**src/rtl/subtrator_serial_pkg.sv**
```systemverilog
// rtl/subtrator_serial_pkg.sv - shared FSM state type and step helper for the serial subtractor
package subtrator_serial_pkg;

  typedef enum logic [1:0] {
    IDLE = 2'd0,
    RUN  = 2'd1,
    DONE = 2'd2
  } state_t;

  function automatic int calc_steps(input int width, input int digit);
    return width / digit;
  endfunction

endpackage

```
**src/rtl/subtrator_digito.sv**
```systemverilog
// rtl/subtrator_digito.sv - DIGIT-bit ripple of one-bit full-subtractor cells
module subtrator_digito
  import subtrator_serial_pkg::*;
#(
  parameter int DIGIT = 1
) (
  input  logic [DIGIT-1:0] a,
  input  logic [DIGIT-1:0] b,
  input  logic             bin,
  output logic [DIGIT-1:0] d,
  output logic             bout
);

  logic [DIGIT:0] chain;

  assign chain[0] = bin;

  for (genvar i = 0; i < DIGIT; i++) begin : g_cell
    assign d[i]       = a[i] ^ b[i] ^ chain[i];
    assign chain[i+1] = (~a[i] & b[i]) | (~(a[i] ^ b[i]) & chain[i]);
  end

  assign bout = chain[DIGIT];

endmodule

```
**src/rtl/subtrator_serial.sv**
```systemverilog
// rtl/subtrator_serial.sv - multi-cycle N-bit subtractor, DIGIT bits per clock, LSB first
module subtrator_serial
  import subtrator_serial_pkg::*;
#(
  parameter int WIDTH = 8,
  parameter int DIGIT = 1
) (
  input  logic             clk,
  input  logic             rst,
  input  logic             start,
  input  logic [WIDTH-1:0] A,
  input  logic [WIDTH-1:0] B,
  input  logic             BorrowIn,
  output logic             busy,
  output logic             done,
  output logic [WIDTH-1:0] D,
  output logic             BorrowOut,
  output logic             Overflow,
  output logic             Zero
);

  localparam int STEPS = calc_steps(WIDTH, DIGIT);
  localparam int CW    = $clog2(STEPS + 1);

  if (WIDTH < 2 || DIGIT < 1 || (WIDTH % DIGIT) != 0) begin : g_bad_params
    $error("subtrator_serial: DIGIT must divide WIDTH and WIDTH must be at least 2");
  end

  state_t           state;
  logic [CW-1:0]    step;
  logic [WIDTH-1:0] a_sh;
  logic [WIDTH-1:0] b_sh;
  logic [WIDTH-1:0] a_next;
  logic             borrow_ff;
  logic             a_msb;
  logic             b_msb;
  logic [DIGIT-1:0] dig_d;
  logic             dig_bout;

  subtrator_digito #(.DIGIT(DIGIT)) u_digito (
    .a    (a_sh[DIGIT-1:0]),
    .b    (b_sh[DIGIT-1:0]),
    .bin  (borrow_ff),
    .d    (dig_d),
    .bout (dig_bout)
  );

  // The minuend register doubles as the result register: each digit consumed
  // from the bottom frees room at the top for the freshly computed digit.
  if (STEPS == 1) begin : g_single
    assign a_next = dig_d;
  end else begin : g_multi
    assign a_next = {dig_d, a_sh[WIDTH-1:DIGIT]};
  end

  always_ff @(posedge clk or posedge rst) begin
    if (rst) begin
      state     <= IDLE;
      step      <= '0;
      a_sh      <= '0;
      b_sh      <= '0;
      borrow_ff <= 1'b0;
      a_msb     <= 1'b0;
      b_msb     <= 1'b0;
      busy      <= 1'b0;
      done      <= 1'b0;
      D         <= '0;
      BorrowOut <= 1'b0;
      Overflow  <= 1'b0;
      Zero      <= 1'b0;
    end else begin
      done <= 1'b0;
      case (state)
        IDLE, DONE: begin
          if (start) begin
            a_sh      <= A;
            b_sh      <= B;
            borrow_ff <= BorrowIn;
            a_msb     <= A[WIDTH-1];
            b_msb     <= B[WIDTH-1];
            step      <= '0;
            busy      <= 1'b1;
            state     <= RUN;
          end else begin
            state <= IDLE;
          end
        end
        RUN: begin
          a_sh      <= a_next;
          b_sh      <= b_sh >> DIGIT;
          borrow_ff <= dig_bout;
          step      <= step + CW'(1);
          if (step == CW'(STEPS - 1)) begin
            state     <= DONE;
            busy      <= 1'b0;
            done      <= 1'b1;
            D         <= a_next;
            BorrowOut <= dig_bout;
            Overflow  <= (a_msb ^ b_msb) & (a_next[WIDTH-1] ^ a_msb);
            Zero      <= (a_next == '0);
          end
        end
        default: begin
          state <= IDLE;
          busy  <= 1'b0;
        end
      endcase
    end
  end

endmodule
```
**config.mk**
```make
export PLATFORM = sky130hd
export DESIGN_NAME = subtrator_serial
export DESIGN_NICKNAME = d
export VERILOG_FILES = /design/src/rtl/subtrator_serial_pkg.sv /design/src/rtl/subtrator_digito.sv /design/src/rtl/subtrator_serial.sv
export SDC_FILE = /design/constraint.sdc
export NUM_CORES = 1
export LEC_CHECK = 0
export ABC_AREA = 1
export CORE_ASPECT_RATIO = 0.6
export CORE_MARGIN = 3
export CORE_UTILIZATION = 42
export CTS_BUF_LIST = sky130_fd_sc_hd__clkbuf_8 sky130_fd_sc_hd__clkbuf_16
export DETAILED_ROUTE_END_ITERATION = 10
export PLACE_DENSITY = 0.73
export SKIP_LAST_GASP = 1
export SLEW_MARGIN = 20
export SYNTH_ARGS = -nofsm -noshare
export SYNTH_HDL_FRONTEND = slang
export SYNTH_SLANG_ARGS = --single-unit
```
**constraint.sdc**
```tcl
create_clock -name clk -period 1.91 [get_ports clk]
set_clock_uncertainty 0.2 [all_clocks]
set_input_delay 0.191 -clock clk [delete_from_list [all_inputs] [get_ports clk]]
set_output_delay 0.191 -clock clk [all_outputs]
set_load 0.01 [all_outputs]
```
Word-level counts from Yosys, hierarchy flattened
Index checks and enable logic that the tools add are counted.
{ "word_totals": {"register_bits": 38, "in_bits": 20, "wordCells": 53} }
{ "classes": {"addsub": 1, "n_eq_ne": 5, "muxes": 16, "n_bitwise": 10, "n_reduce_logical": 8} }
{ "op_table": {"columns": ["operator", "n"], "rows": [
  ["$pmux 8 s2", 2],
  ["$mux 8", 2],
  ["$logic_not 8->1", 1],
  ["$pmux 4 s2", 1],
  ["$reduce_and 2->1", 4],
  ["$mux 1", 6],
  ["$add 4x1->4 const B", 1],
  ["$eq 4x3->1 const B", 1],
  ["$mux 4", 1],
  ["$ne 2x2->1 const B", 2],
  ["$pmux 1 s2", 2],
  ["$pmux 2 s2", 1],
  ["$xor 1x1->1", 4],
  ["$and 1x1->1", 3],
  ["$eq 2x1->1 const B", 1],
  ["$eq 2x2->1 const B", 1],
  ["$logic_not 2->1", 1],
  ["$mux 2", 1],
  ["$not 1->1", 2],
  ["$reduce_bool 2->1", 1],
  ["$reduce_or 2->1", 1],
  ["$or 1x1->1", 1]
]} }

Longest topological paths before layout
Gate-level depths: netlist of the first run.
{ "depth": {"ltp_word": 5, "ltp_mapped": 7, "ltp_nobuf": 7} }

Modules after synthesis
Synthesis of the first run repeated with hierarchy kept, for this count alone.
{ "hier_totals": {"cells_unflattened": 199, "hier_area_um2": 1704.1} }
{ "modules_own_cells": {"columns": ["mod", "instances", "cells_per_inst", "area_per_inst_um2", "seq_area_each_um2"], "rows": [
  ["subtrator_serial", 1, 195, 1672.9, 950.9],
  ["subtrator_digito", 1, 4, 31.3, 0.0]
]} }

Worst setup path before layout of the first run
Ideal clock, no wire load.
{ "synth_path": {"path_type": "register to register", "from": "reg b_sh[0]", "to": "reg Overflow", "t_arrival_ns": 1.181, "required_time_ns": 1.594, "setup_slack_ns": 0.412, "path_stages_with_launch": 8, "n_path_buf": 0, "synth_period_minus_slack_ns": 1.498, "cell_sequence": "dfrtp_1 -> inv_1 -> fa_1 -> inv_1 -> nand2_1 -> nand2_1 -> nand2_1 -> nand2_1"} }
{ "synth_via": {"elab_chain_cells": 4} }
{ "synth_lines": {"columns": ["element", "line", "source"], "rows": [
  ["start, declared", "subtrator_serial.sv:32", "logic [WIDTH-1:0] b_sh;"],
  ["start signal, assigned", "subtrator_serial.sv:90", "b_sh <= b_sh >> DIGIT;"],
  ["$xor 1x1->1 (2 in a row)", "subtrator_digito.sv:19", "assign d[i] = a[i] ^ b[i] ^ chain[i];"],
  ["named net dig_d", "subtrator_serial.sv:37", "logic [DIGIT-1:0] dig_d;"],
  ["$xor 1x1->1", "subtrator_serial.sv:99", "Overflow <= (a_msb ^ b_msb) & (a_next[WIDTH-1] ^ a_msb);"],
  ["$and 1x1->1", "subtrator_serial.sv:99", null],
  ["end signal, assigned", "subtrator_serial.sv:99", null],
  ["end, declared", "subtrator_serial.sv:18", "output logic Overflow,"]
]} }
The timed path passes the listed nets, and every way through them passes these cells.
A chain may end at the register's enable or synchronous reset.

Worst setup path after layout of the first run
{ "layout_path": {"from": "reg b_sh[0]", "to": "reg Zero"} }
{ "layout_via": {"elab_chain_cells": 3} }
{ "layout_lines": {"columns": ["element", "line", "source"], "rows": [
  ["$xor 1x1->1 (2 in a row)", "subtrator_digito.sv:19", null],
  ["named net dig_d", "subtrator_serial.sv:37", null],
  ["$logic_not 8->1", "subtrator_serial.sv:100", "Zero <= (a_next == '0);"],
  ["end signal, assigned", "subtrator_serial.sv:100", null],
  ["end, declared", "subtrator_serial.sv:19", "output logic Zero"]
]} }
The timed path passes the listed nets, and every way through them passes these cells.

==> impl_metrics.yaml, run 1 <==
status:
  outcome: "finished clean"
floorplan:
  die_height_um: 54.96
  die_width_um: 87.60
  core_sq_um: 3744
  die_area_sq_um: 4814
  io_count: 33
  floorplan.rows: 17
  initial_utilization: 0.4482
logic_synthesis:
  synth.cell_area_sq_um: 1678
  synth-seq-area-share: 0.5667
  synth.distinct_cells: 20
  synthesis.area_per_instance_sq_um: 8.517
  post_synth_inst_count: 197
  synth_warnings: 0
  postSynthRegisterBits: 38
  synth_fp_nets: 219
timing:
  grt_setup_unrepaired: "false"
  final_setup_violation_count: 0
  fmax_mhz: 603.7
  fin_crit_sh: 0.8672
  tns_ps: 0
  timing_worst_slew_pin_value_ps: 610.8
  hold_viol: 0
  maxSlewHeadroom: 0.5923
  post-route-min-period_ps: 1656
  maxSlewViolCount: 0
run:
  max_cap_violations: 0
power:
  irDropWorstVdd_uv: 729.8
  power.share.combinational: 0.424
  power.switching_mw: 1.335
  power.static_leakage_nw: 1.039
  p_int_mw: 2.059
  switching_share: 0.3934
  clkPwrFrac: 0.149
  cellPowerDensity_nw_per_um2: 1623
  seq_power_share: 0.428
  total_power_mw: 3.394
setup_path:
  arrival_ps: 1690
  timing.critical_path.fanout_max: 4
  path_class: "register to register"
  worst-endpoint-required_ps: 1940
  crit-reg2reg-capture: "Zero$_DFFE_PP0P_"
  worstSetupEndpointType: "register"
  timing.rr.start: "b_sh[0]$_DFFE_PP0P_"
  register_to_register_setup_slack_ps: 250
  worstSetupStartpointType: "register"
  worst_r2r_path_depth: 7
drt:
  route.final.wire_length_um: 3435
  wl_cell_um: 12.31
  drcViolationCount: 0
  detailedRoute.firstIterationViolations: 37
  drt_first_pass_iters: 4
  number_of_vias_in_the_routed_layout: 1328
  avgViaCountPerCell: 4.760
  drt.antenna.violating_nets: 0
finish:
  syn_to_final_growth_pct: 24.61
  drive_gt1_frac: 0.07759
  layout_commonest_cell: "sky130_fd_sc_hd__nand2_1"
  fill_cell_count: 365
  most-common-layout-cells: "sky130_fd_sc_hd__nand2_1 (94), sky130_fd_sc_hd__dfrtp_1 (38), sky130_fd_sc_hd__clkdlybuf4s50_1 (32)"
  nNetsFinal: 254
  antennaDiodeCount: 0
placement:
  dpl.hpwl_um: 2428
  finalWeightedCongestion: 0.7484
  buffer_ports.inserted: 32
global_route:
  grt_max_degree: 39
  antenna_found_initial: 0
  gr-usage-all-layers: 0.1612
  wire_length_of_the_first_global_routing_pass_um: 5802
  vias_in_the_first_global_route: 1300
  grt_overflow: 0
clocking:
  clkSinkCount: 38
  clock_insertion_delay_worst_skew_ps: 290
  cts_setup_buffers: 0
  tritoncts: "yes"
  cts_buffer_count: 5
  postCtsResizedCells: 0
  path_clk_slew_ps: 70
  ctsHtreeMaxLevel: 2
  cts_hold_repair.buffers: 0
  ctsRootBufferMaster: "sky130_fd_sc_hd__clkbuf_8"
  clk_path_buf_depth: 2
hold_path:
  hold_class: "primary input to asynchronous set/reset pin"
[sequential cells by signal (all words and copies together) (netlist names)]
name,flops
b_msb,1
Overflow,1
a_sh,8
b_sh,8
a_msb,1
BorrowOut,1
state,2
D,8
borrow_ff,1
Zero,1
step,4
busy,1
done,1
[worst max-delay path by stage]
stage | cells after the start | startpoint | slack, ps | endpoint
6_report | 7 | b_sh[0]$_DFFE_PP0P_ | 250 | Zero$_DFFE_PP0P_
4_1_cts | 7 | b_sh[0]$_DFFE_PP0P_ | 250 | Zero$_DFFE_PP0P_
3_5_place_dp | 6 | start | 140 | step[2]$_DFFE_PP0P_
2_1_floorplan | 7 | b_sh[0]$_DFFE_PP0P_ | 410 | Overflow$_DFFE_PP0P_
5_1_grt | 7 | b_sh[0]$_DFFE_PP0P_ | 120 | Zero$_DFFE_PP0P_
3_3_place_gp | 6 | start | 170 | step[2]$_DFFE_PP0P_
[through the flow]
step	instances	hold slack [ps]	area [sq um]	setup WS [ps]	util
after detailed placement	272	263.9	2014	140.4	0.5381
after global placement	272	265.3	2014	171.6	0.5381
final	279	110.1	2091	253.7	0.5585
after global routing	279	161.6	2091	119.3	0.5585
after floorplan	197	123.9	1678	412.3	-
after CTS	279	128.9	2091	252.2	0.5585
[worst max-delay path: stages, from the launching register on]
cell and delay, ps:
sky130_fd_sc_hd__dfrtp_1 360, sky130_fd_sc_hd__inv_1 60, sky130_fd_sc_hd__fa_1 540, sky130_fd_sc_hd__nor2_1 140, sky130_fd_sc_hd__nand2_1 70, sky130_fd_sc_hd__nor2_1 110, sky130_fd_sc_hd__nand2_1 60, sky130_fd_sc_hd__nand2_1 60
[synth_stat cells]
cell type,count,area share
sky130_fd_sc_hd__or2_2,1,0.0037
sky130_fd_sc_hd__nand3_2,1,0.0060
sky130_fd_sc_hd__inv_1,10,0.022
sky130_fd_sc_hd__buf_6,4,0.027
sky130_fd_sc_hd__nor2_2,1,0.0037
sky130_fd_sc_hd__nand2_2,3,0.011
sky130_fd_sc_hd__buf_2,1,0.0030
sky130_fd_sc_hd__nand2_1,94,0.21
sky130_fd_sc_hd__fa_1,1,0.012
sky130_fd_sc_hd__nand4_1,1,0.0037
sky130_fd_sc_hd__dfrtp_1,38,0.57
sky130_fd_sc_hd__o21ai_2,2,0.010
sky130_fd_sc_hd__a21oi_1,2,0.0060
sky130_fd_sc_hd__o21ai_0,4,0.012
sky130_fd_sc_hd__buf_4,1,0.0045
sky130_fd_sc_hd__nor2_4,1,0.0067
sky130_fd_sc_hd__ha_1,1,0.0075
sky130_fd_sc_hd__nor2_1,10,0.022
sky130_fd_sc_hd__nand3_1,19,0.057
sky130_fd_sc_hd__inv_2,2,0.0045
[layer usage]
metal  track usage  share of wire  vias up
met5             0              0        -
met4       0.06378          0.014        0
li1              -              -      676
met1        0.2204           0.51      607
met2        0.2425           0.41       38
met3       0.04882          0.058        7
[power groups by stage]
stage / Sequential, mW / Clock (mW) / Combinational (mW)
after detailed placement: 1.47 / 0 / 1.45
after global placement: 1.45 / 0 / 1.41
final: 1.45 / 0.505 / 1.44
after CTS: 1.46 / 0.519 / 1.46
after global routing: 1.51 / 0.550 / 1.66
after floorplan: 1.46 / 0 / 0.980
[kinds of logic (layout without fill, tap and decap cells)]
| logic type | Yosys count | in the layout | share of synthesized area |
|---|---|---|---|
| AOI/OAI and AO/OA | 8 | 8 | 0.02834 |
| buffers and inverters | 18 | 53 | 0.06115 |
| adders and majority gates | 2 | 2 | 0.01939 |
| DFF | 38 | 38 | 0.5667 |
| and+or+nand+nor | 131 | 131 | 0.3244 |
[final cells by class]
class	count	area [sq um]	area share
Tap cell	47	58.81	0.02813
Timing Repair Buffer	34	335.3	0.1604
Sequential cell	38	950.9	0.4548
Clock inverter	2	7.507	0.003591
Multi-Input combinational cell	141	624.3	0.2986
Clock buffer	5	68.82	0.03291
Inverter	12	45.04	0.02154
No activity file was read; power rests on OpenSTA's default activity.
==> inputs of run 2 (changes only) <==
PLACE_DENSITY = 0.65   (was 0.73)
SLEW_MARGIN = 5   (was 20)
==> run 2 against run 1 <==
Compared with the run above: cell count is 0.72% higher; combinational power hardly changed; sequential power barely moved; die area unchanged; cell area rose by 1.8%; critical path depth unchanged; via count is 1.6% lower; first-iteration DRC count up 35%; utilization increased by 1.0 points; sequential share of layout area down 0.80 points; global-route usage decreased by 1.0 points; critical path type unchanged; largest power group unchanged.
==> impl_metrics.yaml, run 2 (synthesis gave the netlist of run 1 again) <==
drt:
  drt_first_pass_iters: 4
  drcViolationCount: 0
  number_of_vias_in_the_routed_layout: 1307
  detailroute.wirelength.met2_um: 1362
  wl_met1_um: 1774
  route.final.wire_length_um: 3304
  avgViaCountPerCell: 4.651
  drt.antenna.violating_nets: 0
  route.top_layer_used: "met4"
  routed_wl_met3_um: 153
  detailedRoute.firstIterationViolations: 50
  wl_cell_um: 11.76
setup_path:
  register_to_register_setup_slack_ps: 300
  timing.rr.start: "b_sh[0]$_DFFE_PP0P_"
  timing.critical_path.fanout_max: 4
  path_class: "register to register"
  path_delay_family: "adder cells"
  crit_path_top_delay_cell: "sky130_fd_sc_hd__fa_1"
  crit-reg2reg-capture: "Zero$_DFFE_PP0P_"
  path_buf_inv: 1
  worstSetupEndpointType: "register"
  arrival_ps: 1630
  worst_r2r_path_depth: 7
  cpMostUsedCell: "sky130_fd_sc_hd__nand2_1"
  path_cells: "inv_1, fa_1, nor2_1, nand2_1, nor2_1, nand2_1, nand2_1"
  worst-endpoint-required_ps: 1930
  critPathMaxStageDelay_ps: 540
  worstSetupStartpointType: "register"
finish:
  syn_to_final_growth_pct: 26.85
  drive_gt1_frac: 0.08547
  fill_cell_count: 344
  final-seq-area_sq_um: 950.9
  most-common-layout-cells: "sky130_fd_sc_hd__nand2_1 (94), sky130_fd_sc_hd__dfrtp_1 (38), sky130_fd_sc_hd__clkdlybuf4s50_1 (32)"
  antennaDiodeCount: 0
  nNetsFinal: 255
  multiInputGateArea_sq_um: 624.3
  layout_top_registers: "D: 8 flops, a_sh: 8 flops, b_sh: 8 flops"
  layout_commonest_cell: "sky130_fd_sc_hd__nand2_1"
clocking:
  tritoncts: "yes"
  clk_path_buf_depth: 2
  path_clk_slew_ps: 70
  clkSinkCount: 38
  clock_insertion_delay_worst_skew_ps: 280
  postCtsResizedCells: 0
  cts_buffer_count: 5
  ctsHtreeMaxLevel: 2
  ctsRootBufferMaster: "sky130_fd_sc_hd__clkbuf_8"
  cts_setup_buffers: 0
  cts_hold_repair.buffers: 0
status:
  outcome: "finished clean"
power:
  total_power_mw: 3.523
  cellPowerDensity_nw_per_um2: 1655
  irDropWorstVdd_uv: 763.8
  power.static_leakage_nw: 1.058
global_route:
  wire_length_of_the_first_global_routing_pass_um: 5451
  vias_in_the_first_global_route: 1193
  gr-usage-all-layers: 0.1509
  grt_overflow: 0
  grt_max_degree: 39
  antenna_found_initial: 0
placement:
  finalWeightedCongestion: 0.8002
  buffer_ports.inserted: 32
  dpl.hpwl_um: 2425
timing:
  maxSlewViolCount: 0
  fmax_mhz: 621.4
  post-route-min-period_ps: 1609
  tns_ps: 0
  fin_crit_sh: 0.8426
  maxSlewHeadroom: 0.6046
  hold_viol: 0
  grt_setup_unrepaired: "false"
  final_setup_violation_count: 0
  timing_worst_slew_pin_value_ps: 592.4
floorplan:
  initial_utilization: 0.4482
  io_count: 33
  die_area_sq_um: 4814
  die_height_um: 54.96
  die_width_um: 87.60
  core_sq_um: 3744
  floorplan.rows: 17
run:
  max_cap_violations: 0
hold_path:
  hold_class: "primary input to asynchronous set/reset pin"
## run 2: changes by cell type in the layout (fill, tap and decap cells not counted), sizes merged
cell	delta
buf	+1
bufinv	+1
## run 2: area by class of cell
cell class                 count  share of cell area
sequential                    38              0.4468
multi-input combinational    141              0.2934
timing repair buffer          35              0.1611
clock buffer                   5             0.03233
tap                           47             0.02763
inverter                      12             0.02116
clock inverter                 3             0.01764
## run 2: report_power, final
part	leakage [nW]	total, mW	switching (mW)	internal [mW]
clock	0.0607	0.638	0.258	0.380
combinational	0.525	1.44	0.800	0.642
sequential	0.472	1.44	0.261	1.18
## run 2: worst reg2reg max path, cell delays in order (launching register included)
cell and delay (ps):
sky130_fd_sc_hd__dfrtp_1 350, sky130_fd_sc_hd__inv_1 60, sky130_fd_sc_hd__fa_1 540, sky130_fd_sc_hd__nor2_1 120, sky130_fd_sc_hd__nand2_1 70, sky130_fd_sc_hd__nor2_1 100
sky130_fd_sc_hd__nand2_1 50, sky130_fd_sc_hd__nand2_1 60
## run 2: per-layer routing
layer	track usage	up-vias
li1	-	679
met1	0.2183	597
met2	0.2263	29
met3	0.04882	2
met4	0.02296	0
met5	0	-
## run 2: per-stage QoR
step                utilization  setup WS [ps]  instance area [sq um]  cells  hold slack, ps
floorplan                     -          412.3                   1678    197           123.9
finish                   0.5685          300.7                   2128    281           114.0
global route             0.5685          105.0                   2128    281           153.4
global placement         0.5401          224.9                   2022    273           263.0
detailed placement       0.5401          180.6                   2022    273           268.2
CTS                      0.5685          284.8                   2128    281           129.8
## run 2: worst max path at each step
stage	cells after the start	end	slack [ps]	startpoint
after global routing	5	a_sh[4]$_DFFE_PP0P_	100	state[0]$_DFFE_PP0P_
after global placement	6	b_sh[4]$_DFFE_PP0P_	220	start
after detailed placement	6	step[2]$_DFFE_PP0P_	180	start
after CTS	7	Zero$_DFFE_PP0P_	280	b_sh[0]$_DFFE_PP0P_
final	7	Zero$_DFFE_PP0P_	300	b_sh[0]$_DFFE_PP0P_
after floorplan	7	Overflow$_DFFE_PP0P_	410	b_sh[0]$_DFFE_PP0P_
==> inputs of run 3 (changes only) <==
PLACE_DENSITY = 0.68   (was 0.65)
clock period = 1.4 ns   (was 1.91 ns; I/O delays follow)
==> run 3 against run 2 <==
Compared with the run above: the run now ends with negative hold slack, negative setup slack left; sequential cell count unchanged; die area stayed put; via count is 6.0% higher; maximum frequency is 4.0% higher; total power increased by 52%; critical path type unchanged; highest routed layer unchanged.
==> impl_metrics.yaml, run 3 (synthesis gave the netlist of run 1 again) <==
floorplan:
  die_height_um: 54.96
  die_area_sq_um: 4814
  io_count: 33
  core_sq_um: 3744
  die_width_um: 87.60
  initial_utilization: 0.4482
  floorplan.rows: 17
clocking:
  ctsHtreeMaxLevel: 2
  clkSinkCount: 38
  path_clk_slew_ps: 70
  clk_path_buf_depth: 2
  cts_hold_repair.buffers: 0
  ctsRootBufferMaster: "sky130_fd_sc_hd__clkbuf_8"
  clock_insertion_delay_worst_skew_ps: 290
  cts_buffer_count: 5
  tritoncts: "yes"
setup_path:
  arrival_ps: 1530
  timing.critical_path.fanout_max: 4
  critPathMaxStageDelay_ps: 610
  timing.rr.start: "borrow_ff$_DFFE_PP0P_"
  worstSetupEndpointType: "register"
  path_class: "register to register"
  worst-endpoint-required_ps: 1380
  crit_path_top_delay_cell: "sky130_fd_sc_hd__fa_2"
  path_delay_family: "adder cells"
  path_cells: "inv_2, fa_2, inv_2, nand2_2, nand2_1, nand2_1, nand2_1"
  path_buf_inv: 2
  worstSetupStartpointType: "register"
  cpMostUsedCell: "sky130_fd_sc_hd__nand2_1"
  crit-reg2reg-capture: "Overflow$_DFFE_PP0P_"
  worst_r2r_path_depth: 7
  register_to_register_setup_slack_ps: -150
timing:
  fin_worst_hold_slack_ps: -9.234
  final_setup_violation_count: 4
  timing_worst_slew_pin_value_ps: 292.1
  fin_crit_sh: 1.106
  hold_viol: 9
  maxSlewHeadroom: 0.8052
  post-route-min-period_ps: 1548
  tns_ps: -375.6
  grt_setup_unrepaired: "true"
  maxSlewViolCount: 0
  fmax_mhz: 646.0
  layout_setup_ws_ps: -148.0
global_route:
  wire_length_of_the_first_global_routing_pass_um: 5975
  grt_max_degree: 39
  grt_overflow: 0
  vias_in_the_first_global_route: 1295
  gr-usage-all-layers: 0.1700
  antenna_found_initial: 0
drt:
  wl_cell_um: 12.47
  drt.antenna.violating_nets: 0
  number_of_vias_in_the_routed_layout: 1386
  detailedRoute.firstIterationViolations: 48
  drt_first_pass_iters: 4
  drcViolationCount: 0
  avgViaCountPerCell: 4.698
  route.final.wire_length_um: 3680
finish:
  finish.cell_count_without_fillers: 295
  antennaDiodeCount: 0
  final_util: 0.6300
  syn_to_final_growth_pct: 40.57
  nNetsFinal: 269
  drive_gt1_frac: 0.2097
  fill_cell_count: 327
  most-common-layout-cells: "sky130_fd_sc_hd__nand2_1 (83), sky130_fd_sc_hd__dfrtp_1 (38), sky130_fd_sc_hd__clkdlybuf4s50_1 (19)"
  layout_top_registers: "D: 8 flops, a_sh: 8 flops, b_sh: 8 flops"
  post-route-cell-area_sq_um: 2359
  layout_commonest_cell: "sky130_fd_sc_hd__nand2_1"
status:
  outcome: "finished with violations"
  violations_in_the_final_reports: "negative hold slack, negative setup slack"
placement:
  dpl-instance-area_sq_um: 2157
  worst_setup_timing_slack_at_the_placement_stage_ps: -144.3
  finalWeightedCongestion: 0.7364
  buffer_ports.inserted: 32
  placed_cells: 284
  dpl.hpwl_um: 2446
hold_path:
  hold_class: "primary input to asynchronous set/reset pin"
run:
  max_cap_violations: 0
power:
  total_power_mw: 5.353
  irDropWorstVdd_uv: 1287
  cellPowerDensity_nw_per_um2: 2270
  power.static_leakage_nw: 1.200
run 3: layout make-up:
type	count	area, sq um	area share
multi-input combinational	143	726.9	0.3082
tap	47	58.81	0.02493
clock inverter	3	37.54	0.01592
timing repair buffer	47	470.5	0.1995
sequential	38	950.9	0.4032
inverter	12	45.04	0.01910
clock buffer	5	68.82	0.02918
run 3: what timing repair did:
action | CTS | global route
cloned | 0 | 2
gates resized for setup | 16 | 24
setup endpoints to repair | 26 | 21
pin swaps | 4 | 12
setup buffers | 0 | 1
run 3: worst reg2reg max path: stages (launching register included):
cell,delay (ps)
sky130_fd_sc_hd__dfrtp_1,360
sky130_fd_sc_hd__inv_2,50
sky130_fd_sc_hd__fa_2,610
sky130_fd_sc_hd__inv_2,50
sky130_fd_sc_hd__nand2_2,50
sky130_fd_sc_hd__nand2_1,40
sky130_fd_sc_hd__nand2_1,50
sky130_fd_sc_hd__nand2_1,40
run 3: where the power goes:
part / leakage, nW / total, mW / switching (mW) / internal, mW
sequential: 0.472 / 2.01 / 0.395 / 1.61
combinational: 0.668 / 2.45 / 1.31 / 1.15
clock: 0.0607 / 0.892 / 0.374 / 0.518
total: 1.20 / 5.35 / 2.08 / 3.28
run 3: how the worst max path moves through the flow:
stage	from	endpoint	slack [ps]	depth (start not counted)
2_1_floorplan	borrow_ff$_DFFE_PP0P_	Overflow$_DFFE_PP0P_	-90	7
3_3_place_gp	borrow_ff$_DFFE_PP0P_	Overflow$_DFFE_PP0P_	-120	7
3_5_place_dp	borrow_ff$_DFFE_PP0P_	Overflow$_DFFE_PP0P_	-140	7
4_1_cts	b_sh[0]$_DFFE_PP0P_	Overflow$_DFFE_PP0P_	-140	7
5_1_grt	borrow_ff$_DFFE_PP0P_	Zero$_DFFE_PP0P_	-210	7
6_report	borrow_ff$_DFFE_PP0P_	Overflow$_DFFE_PP0P_	-150	7
run 3: metal layers:
layer,GRT usage,share of wire,vias to the layer above
met1,0.2463,0.53,640
met5,0,0,-
met3,0.04882,0.053,6
met4,0.05357,0.013,0
met2,0.2463,0.41,30
li1,-,-,710
